## config.mk

```make
export PLATFORM = sky130hd
export DESIGN_NAME = dma_irq_coalescer
export DESIGN_NICKNAME = d
export VERILOG_FILES = /design/src/rtl/dma_irq_coalescer_pkg.sv /design/src/rtl/dma_irq_coalescer_chan.sv /design/src/rtl/dma_irq_coalescer.sv
export SDC_FILE = /design/constraint.sdc
export NUM_CORES = 1
export LEC_CHECK = 0
export BUFFER_PORTS_ARGS = -buffer_cell sky130_fd_sc_hd__buf_2
export CORE_MARGIN = 1.5
export CORE_UTILIZATION = 50
export CTS_BUF_LIST = sky130_fd_sc_hd__clkbuf_4 sky130_fd_sc_hd__clkbuf_8
export DETAILED_ROUTE_END_ITERATION = 16
export PLACE_DENSITY = 0.8
export REMOVE_ABC_BUFFERS = 1
export SLEW_MARGIN = 20
export SYNTH_ARGS = -nofsm -noshare
export SYNTH_HDL_FRONTEND = slang
export SYNTH_SLANG_ARGS = --single-unit
export TNS_END_PERCENT = 30
```

## constraint.sdc

```tcl
create_clock -name clk_i -period 10 [get_ports clk_i]
set_input_delay 2 -clock clk_i [delete_from_list [all_inputs] [get_ports clk_i]]
set_output_delay 2 -clock clk_i [all_outputs]
set_load 0.02 [all_outputs]
```

## src/rtl/dma_irq_coalescer_pkg.sv

```systemverilog
// Shared definitions for the DMA interrupt coalescer: register map, FSM encoding,
// register-interface payloads and the byte-strobe merge helper.
package dma_irq_coalescer_pkg;

    localparam int unsigned AddrWidth = 32;
    localparam int unsigned DataWidth = 64;
    localparam int unsigned StrbWidth = DataWidth / 8;
    localparam int unsigned RegStride = 8;

    localparam logic [AddrWidth-1:0] OffCtrl    = 32'h00;
    localparam logic [AddrWidth-1:0] OffThresh  = 32'h08;
    localparam logic [AddrWidth-1:0] OffTimeout = 32'h10;
    localparam logic [AddrWidth-1:0] OffStatus  = 32'h18;
    localparam logic [AddrWidth-1:0] OffAck     = 32'h20;
    localparam logic [AddrWidth-1:0] OffCnt0    = 32'h28;

    typedef enum logic [1:0] {
        IDLE  = 2'd0,
        ACCUM = 2'd1,
        FIRE  = 2'd2
    } fsm_e;

    typedef struct packed {
        logic [AddrWidth-1:0] addr;
        logic                 write;
        logic [DataWidth-1:0] wdata;
        logic [StrbWidth-1:0] wstrb;
        logic                 valid;
    } reg_req_s;

    typedef struct packed {
        logic [DataWidth-1:0] rdata;
        logic                 error;
        logic                 ready;
    } reg_rsp_s;

    // Byte-lane merge of the low 32 data bits into an existing register value.
    function automatic logic [31:0] wr_merge(input logic [31:0] old_val,
                                             input logic [31:0] wdata,
                                             input logic [3:0]  wstrb);
        logic [31:0] mask;
        mask = '0;
        for (int b = 0; b < 4; b++) begin
            mask[8*b +: 8] = {8{wstrb[b]}};
        end
        return (old_val & ~mask) | (wdata & mask);
    endfunction

endpackage

```

## src/rtl/dma_irq_coalescer_chan.sv

```systemverilog
// One interrupt source: IDLE/ACCUM/FIRE state machine with saturating event
// counter and timer; the interrupt level is a registered decode of the state.
module dma_irq_coalescer_chan
    import dma_irq_coalescer_pkg::*;
#(
    parameter int unsigned CntWidth   = 8,
    parameter int unsigned TimerWidth = 16
) (
    input  logic                  i_clk,
    input  logic                  i_rst_n,
    input  logic                  i_en,
    input  logic                  i_dis,
    input  logic                  i_evt,
    input  logic                  i_ack,
    input  logic [CntWidth-1:0]   i_thresh,
    input  logic [TimerWidth-1:0] i_timeout,
    output logic                  o_irq,
    output logic [CntWidth-1:0]   o_cnt
);

    localparam logic [CntWidth-1:0]   CntMax   = '1;
    localparam logic [TimerWidth-1:0] TimerMax = '1;

    fsm_e                  r_state;
    fsm_e                  w_state_nxt;
    logic [CntWidth-1:0]   r_cnt;
    logic [CntWidth-1:0]   w_cnt_nxt;
    logic [CntWidth-1:0]   w_cnt_inc;
    logic [TimerWidth-1:0] r_timer;
    logic [TimerWidth-1:0] w_timer_nxt;
    logic [TimerWidth-1:0] w_timer_inc;
    logic                  r_irq;
    logic                  w_irq_nxt;

    assign w_cnt_inc   = (r_cnt == CntMax) ? r_cnt : r_cnt + CntWidth'(1);
    assign w_timer_inc = (r_timer == TimerMax) ? r_timer : r_timer + TimerWidth'(1);

    always_ff @(posedge i_clk or negedge i_rst_n) begin
        if (!i_rst_n) begin
            r_state <= IDLE;
            r_cnt   <= '0;
            r_timer <= '0;
            r_irq   <= 1'b0;
        end else begin
            r_state <= w_state_nxt;
            r_cnt   <= w_cnt_nxt;
            r_timer <= w_timer_nxt;
            r_irq   <= w_irq_nxt;
        end
    end

    // Next state; a disable (current or being written this cycle) overrides everything.
    always_comb begin
        w_state_nxt = r_state;
        w_cnt_nxt   = r_cnt;
        w_timer_nxt = r_timer;
        if (!i_en || i_dis) begin
            w_state_nxt = IDLE;
            w_cnt_nxt   = '0;
            w_timer_nxt = '0;
        end else begin
            case (r_state)
                IDLE: begin
                    if (i_evt) begin
                        w_cnt_nxt   = CntWidth'(1);
                        w_timer_nxt = '0;
                        w_state_nxt = (CntWidth'(1) >= i_thresh) ? FIRE : ACCUM;
                    end
                end
                ACCUM: begin
                    w_cnt_nxt   = i_evt ? w_cnt_inc : r_cnt;
                    w_timer_nxt = w_timer_inc;
                    if ((w_cnt_nxt >= i_thresh) ||
                        ((i_timeout != '0) && (w_timer_nxt >= i_timeout))) begin
                        w_state_nxt = FIRE;
                    end
                end
                FIRE: begin
                    if (i_ack) begin
                        w_state_nxt = i_evt ? ACCUM : IDLE;
                        w_cnt_nxt   = i_evt ? CntWidth'(1) : '0;
                        w_timer_nxt = '0;
                    end else if (i_evt) begin
                        w_cnt_nxt = w_cnt_inc;
                    end
                end
                default: begin
                    w_state_nxt = IDLE;
                    w_cnt_nxt   = '0;
                    w_timer_nxt = '0;
                end
            endcase
        end
    end

    always_comb begin
        w_irq_nxt = 1'b0;
        w_irq_nxt = (r_state == FIRE) && i_en && !i_dis;
    end

    assign o_irq = r_irq;
    assign o_cnt = r_cnt;

endmodule

```

## src/rtl/dma_irq_coalescer.sv

```systemverilog
// Interrupt coalescer top: register decode, shared CTRL/THRESH/TIMEOUT registers
// and one coalescing channel per DMA completion source.
module dma_irq_coalescer
    import dma_irq_coalescer_pkg::*;
#(
    parameter int unsigned NumIrq     = 2,
    parameter int unsigned CntWidth   = 8,
    parameter int unsigned TimerWidth = 16,
    parameter type         reg_req_t  = reg_req_s,
    parameter type         reg_rsp_t  = reg_rsp_s
) (
    input  logic              clk_i,
    input  logic              rst_ni,
    input  logic [NumIrq-1:0] irq_i,
    input  reg_req_t          reg_req_i,
    output reg_rsp_t          reg_rsp_o,
    output logic [NumIrq-1:0] irq_o
);

    logic [NumIrq-1:0]     r_ctrl;
    logic [CntWidth-1:0]   r_thresh;
    logic [TimerWidth-1:0] r_timeout;

    logic [31:0]           w_rdata;
    logic                  w_err;
    logic                  w_ctrl_we;
    logic                  w_thresh_we;
    logic                  w_timeout_we;
    logic                  w_ack_we;
    logic [NumIrq-1:0]     w_ctrl_new;
    logic [CntWidth-1:0]   w_thresh_new;
    logic [TimerWidth-1:0] w_timeout_new;
    logic [NumIrq-1:0]     w_ack;
    logic [NumIrq-1:0]     w_dis;
    logic [CntWidth-1:0]   w_cnt [NumIrq];
    logic                  w_unused;

    assign w_ctrl_new    = NumIrq'(wr_merge(32'(r_ctrl), reg_req_i.wdata[31:0], reg_req_i.wstrb[3:0]));
    assign w_thresh_new  = CntWidth'(wr_merge(32'(r_thresh), reg_req_i.wdata[31:0], reg_req_i.wstrb[3:0]));
    assign w_timeout_new = TimerWidth'(wr_merge(32'(r_timeout), reg_req_i.wdata[31:0], reg_req_i.wstrb[3:0]));
    assign w_ack         = {NumIrq{w_ack_we}} &
                           NumIrq'(wr_merge(32'h0, reg_req_i.wdata[31:0], reg_req_i.wstrb[3:0]));
    assign w_dis         = {NumIrq{w_ctrl_we}} & ~w_ctrl_new;
    assign w_unused      = ^{reg_req_i.wdata[DataWidth-1:32], reg_req_i.wstrb[StrbWidth-1:4]};

    // Address decode; errors suppress every write strobe.
    always_comb begin
        w_rdata      = '0;
        w_err        = 1'b0;
        w_ctrl_we    = 1'b0;
        w_thresh_we  = 1'b0;
        w_timeout_we = 1'b0;
        w_ack_we     = 1'b0;
        if (reg_req_i.valid) begin
            case (reg_req_i.addr)
                OffCtrl: begin
                    w_rdata   = 32'(r_ctrl);
                    w_ctrl_we = reg_req_i.write;
                end
                OffThresh: begin
                    w_rdata     = 32'(r_thresh);
                    w_thresh_we = reg_req_i.write;
                end
                OffTimeout: begin
                    w_rdata      = 32'(r_timeout);
                    w_timeout_we = reg_req_i.write;
                end
                OffStatus: begin
                    w_rdata = 32'(irq_o);
                    w_err   = reg_req_i.write;
                end
                OffAck: begin
                    w_ack_we = reg_req_i.write;
                end
                default: begin
                    w_err = 1'b1;
                    for (int i = 0; i < NumIrq; i++) begin
                        if (reg_req_i.addr == OffCnt0 + AddrWidth'(RegStride * i)) begin
                            w_err = reg_req_i.write;
                            if (!reg_req_i.write) begin
                                w_rdata = 32'(w_cnt[i]);
                            end
                        end
                    end
                end
            endcase
        end
    end

    always_comb begin
        reg_rsp_o       = '0;
        reg_rsp_o.rdata = DataWidth'(w_rdata);
        reg_rsp_o.error = w_err;
        reg_rsp_o.ready = 1'b1;
    end

    always_ff @(posedge clk_i or negedge rst_ni) begin
        if (!rst_ni) begin
            r_ctrl    <= '0;
            r_thresh  <= CntWidth'(1);
            r_timeout <= '0;
        end else begin
            if (w_ctrl_we)    r_ctrl    <= w_ctrl_new;
            if (w_thresh_we)  r_thresh  <= w_thresh_new;
            if (w_timeout_we) r_timeout <= w_timeout_new;
        end
    end

    for (genvar g = 0; g < NumIrq; g++) begin : g_chan
        dma_irq_coalescer_chan #(
            .CntWidth   (CntWidth),
            .TimerWidth (TimerWidth)
        ) u_chan (
            .i_clk     (clk_i),
            .i_rst_n   (rst_ni),
            .i_en      (r_ctrl[g]),
            .i_dis     (w_dis[g]),
            .i_evt     (irq_i[g]),
            .i_ack     (w_ack[g]),
            .i_thresh  (r_thresh),
            .i_timeout (r_timeout),
            .o_irq     (irq_o[g]),
            .o_cnt     (w_cnt[g])
        );
    end

endmodule

```

Word level (Yosys, flattened, before mapping)
Cells that the tools add are included.
{ "totals": {"reg_bits": 80, "inputBits": 110, "out_inout_bits": 68} }
{ "op_classes": {"addsub": 4, "order_cmp": 5, "eq_ne": 20, "muxes": 55, "bitwise": 11, "reduce_logical": 23} }
{ "ops": {"columns": ["cell", "count"], "rows": [
  ["32-bit case mux with 5 select lines", 1],
  ["16-bit two-way mux", 8],
  ["32-bit by 6-bit == test with 1-bit output, second input constant", 3],
  ["32-bit two-way mux", 3],
  ["8-bit two-way mux", 12],
  ["16-bit case mux with 3 select lines", 2],
  ["32-bit by 5-bit == test with 1-bit output, second input constant", 2],
  ["8-bit case mux with 3 select lines", 2],
  ["16-bit by 1-bit adder with 16-bit output, second input constant", 2],
  ["16-bit bitwise AND", 2],
  ["16-bit == test, second input constant", 2],
  ["32-bit by 4-bit == test with 1-bit output, second input constant", 1],
  ["16-bit >= comparator", 2],
  ["32-bit logical NOT", 1],
  ["2-bit two-way mux", 9],
  ["8-bit by 1-bit adder with 8-bit output, second input constant", 2],
  ["8-bit == test, second input constant", 2],
  ["8-bit >= comparator", 2],
  ["16-bit NOT", 1],
  ["16-bit OR", 1],
  ["16-bit nonzero test", 1],
  ["1-bit two-way mux", 15],
  ["3-bit by 2-bit != test with 1-bit output, second input constant", 4],
  ["2-bit case mux with 3 select lines", 2],
  ["17 further kinds", 36]
]} }

Depth between registers and ports, before layout
{ "depth": {"depth_word": 8, "mapped_depth": 15, "mapped_depth_nobuf": 14} }

Modules after synthesis
From an unflattened synthesis, not the netlist that was laid out.
{ "unflattened": {"cells_unflattened": 813, "hier_area_um2": 6942.9} }
{ "modules_own_cells": {"columns": ["mod", "instances", "cells_each", "area_per_inst_um2", "seq_area_each_um2"], "rows": [
  ["dma_irq_coalescer_chan (g_chan[0].u_chan)", 1, 307, 2437.3, 675.6],
  ["dma_irq_coalescer_chan (g_chan[1].u_chan)", 1, 291, 2398.6, 675.6],
  ["dma_irq_coalescer", 1, 215, 2107.0, 651.9]
]} }

Worst setup path before layout
No wires, ideal clock.
{ "synth_timing": {"path_kind": "input port to output port", "startpoint": "input reg_req_i[76] (netlist bit)", "endpoint": "output reg_rsp_o[4] (netlist bit)", "arrival_time_ns": 3.843, "required_ns": 8.000, "setup_slack_ns": 4.157, "stages": 7, "path_buffers": 1, "cell_sequence": "nor4_1 nand3_2 nor2_1 and3_1 buf_2 a221oi_1 a21oi_1"} }
{ "synth_rtl": {"columns": ["element", "line_no", "source"], "rows": [
  ["start, declared", "dma_irq_coalescer.sv:15", "input reg_req_t reg_req_i,"],
  ["end, declared", "dma_irq_coalescer.sv:16", "output reg_rsp_t reg_rsp_o,"]
]} }

==> reports/summary.txt <==
Outcome: complete, no violations
I/O Buffers: 74
Pleak: 3.203 nW
CP Data Arrival Time: 4480 ps
Gr ovfl total: 0
Fin Setup TNS: 0 ps
Die Span X: 117.1 um
Row cnt: 41
DP Worst Slack: 3606 ps
Routed Antenna Nets: 0
Post-CTS Setup Inserts: 0
Share of cells above drive strength 1: 0.1727
Post-DP HPWL: 12.25 mm
Hold WC Path Type: flip-flop to flip-flop
CP Capture Type: output pin
Final Power: 0.6737 mW
Async S/R FF share, synth: 1.000
Post-synth top flop: dfrtp_1
Largest net degree at the start of global routing: 81
CTS root buf: clkbuf_8
Clock sinks: 80
Mux cell area share after synthesis: 0.05018
Most common cell after layout, fill and taps aside: dfrtp_1
Yosys cell types: 65
First-pass GRT wire length: 26.02 mm
Hold buffers post-CTS: 0
Final hold vios: 0
Via/cell ratio: 5.905
Syn-to-layout area delta: 8.191%
Vias: 5775
Worst Setup Slack, final: 3522 ps
CP Class: input pin to output pin
Yosys reg bits: 80
Power per Cell Area: 95.69 mW/mm^2
Nets@finish: 962
Final wirelength: 16.23 mm
Utilization after layout: 0.5556
CTS tree: done
Die area: 0.01371 sq mm
Critical Path Source Type: input pin
Drt pass-1 iters: 6
CTS max path bufs: 2
Largest family of logic cells by synthesized area: simple AND/OR/NAND/NOR gates
DIE HEIGHT: 117.1 um
Synth warn: 0
GR Util All Layers: 0.2446
DRT iter0 DRCs: 514
Achievable clock frequency: 154.4 MHz
Top Ports: 178
Number of flops mapped to enable cells by yosys: 0
CORE AREA: 0.01267 sq mm
Unrepaired setup endpoints after global routing: false
Cts bufs inserted: 9
Register area share after synthesis: 0.3078
Final Cycle Share: 0.6478
Xor-xnor portion of the synthesized cell area: 0.03365
Tmin final: 6478 ps
Setup clock skew after layout: 11.07 ps
# Max-Cap Violations: 0
Simple-gate share of the synthesized area: 0.2177
Maximum VDD drop: 0.00005701 V
Clock Latency Late Sink: 370 ps
Netlist Area Pre-Place: 0.006507 sq mm
DRC viols: 0
Post-CTS Resized: 0
Clk pin slew, worst setup/hold paths: 90 ps
Vias in the first global route: 5193
Commonest non-fill, non-tap cells in the layout: dfrtp_1 (79), buf_2 (73), nand2_1 (55)
GP Congestion: 0.9308
Critical-path maximum fanout: 9
Post-Synth Adder-Cell Area: 0.09998
Post-Synthesis Cells: 747
Area fraction in compound gates after synthesis: 0.1834
Initial antenna violation count: 1
Fin. max-slew vios: 0
Setup-failing EPs final: 0
Max-slew headroom at the worst pin: 0.3653
Syn_area_per_cell: 8.712 sq um
DR WL/cell: 16.59 um
Worst Path Required: 8000 ps
CTS H-tree lvls: 3
Worst slew pin tran: 946.9 ps
Starting density of the core: 0.5136
critical path, stage by stage:
cell      delay, ps
buf_2            90
nor4_1          550
nand3_2         370
nor2_1          500
and3_1          420
a221oi_1        140
a21oi_1         210
buf_2           200
final cells by class:
type | instances | area [sq um]
clock inverters | 5 | 103.9
diodes | 1 | 2.502
flip-flops and latches | 80 | 2003
inverters | 47 | 176.4
fillers | 1157 | 5630
repair buffers | 76 | 391.6
well taps | 172 | 215.2
multi-input cells | 586 | 4003
clock buffers | 11 | 145.1
through the flow:
step / instances / area, sq um / hold slack (ps)
global placement: 961 / 6773 / 508.9
global route: 978 / 7041 / 556.4
finish: 978 / 7041 / 550.8
detailed placement: 961 / 6779 / 521.4
floorplan: 713 / 6170 / 482.1
CTS: 977 / 7028 / 541.6
layer usage:
metal	global-route usage	up-vias	share of wire	routed length, um
met5	0	-	0	0
met4	0.08996	0	0.032	518
met3	0.03502	43	0.060	971
met2	0.3903	217	0.47	7572
met1	0.3398	2730	0.44	7167
li1	-	2785	-	-
final timing paths:
kind	cells after the start	slack [ps]	to	from
setup reg to reg	13	5880	g_chan[1].u_chan.r_state[1]	g_chan[1].u_chan.r_timer[6]
hold reg to reg	1	550	flip-flop	flip-flop
setup / recovery	8	3520	reg_rsp_o[5]	reg_req_i[102]
min in group asynchronous	1	1650	g_chan[1].u_chan.r_timer[12]	rst_ni
max in group asynchronous	1	7850	g_chan[0].u_chan.o_cnt[3]	rst_ni
hold / removal	1	550	flip-flop	flip-flop
synthesized netlist by cell type (all sizes together), types with 22 or more instances:
cell | n | area share
nand2 | 55 | 0.032
nand4 | 24 | 0.023
mux2 | 29 | 0.050
dfrtp | 79 | 0.30
ha | 52 | 0.10
nor2 | 31 | 0.019
o21ai | 23 | 0.018
a21oi | 49 | 0.038
nand3 | 48 | 0.038
a22o | 23 | 0.031
xnor2 | 22 | 0.030
buf | 63 | 0.069
nor3 | 27 | 0.023
inv | 47 | 0.027
where the power goes:
part	internal [mW]	switching [mW]
logic	0.0108	0.0352
registers	0.323	0.000000000292
clock network	0.176	0.129
total	0.510	0.164
cells by family (layout without fill, tap and decap cells):
logic type      Yosys count  count (layout)
other cells               2              50
buf+inv                 128             139
mux                      29              29
simple gates            262             262
fa+ha+maj                52              52
flops                    80              80
xor+xnor                 25              25
compound gates          169             169
No activity file was read; power rests on OpenSTA's default activity.
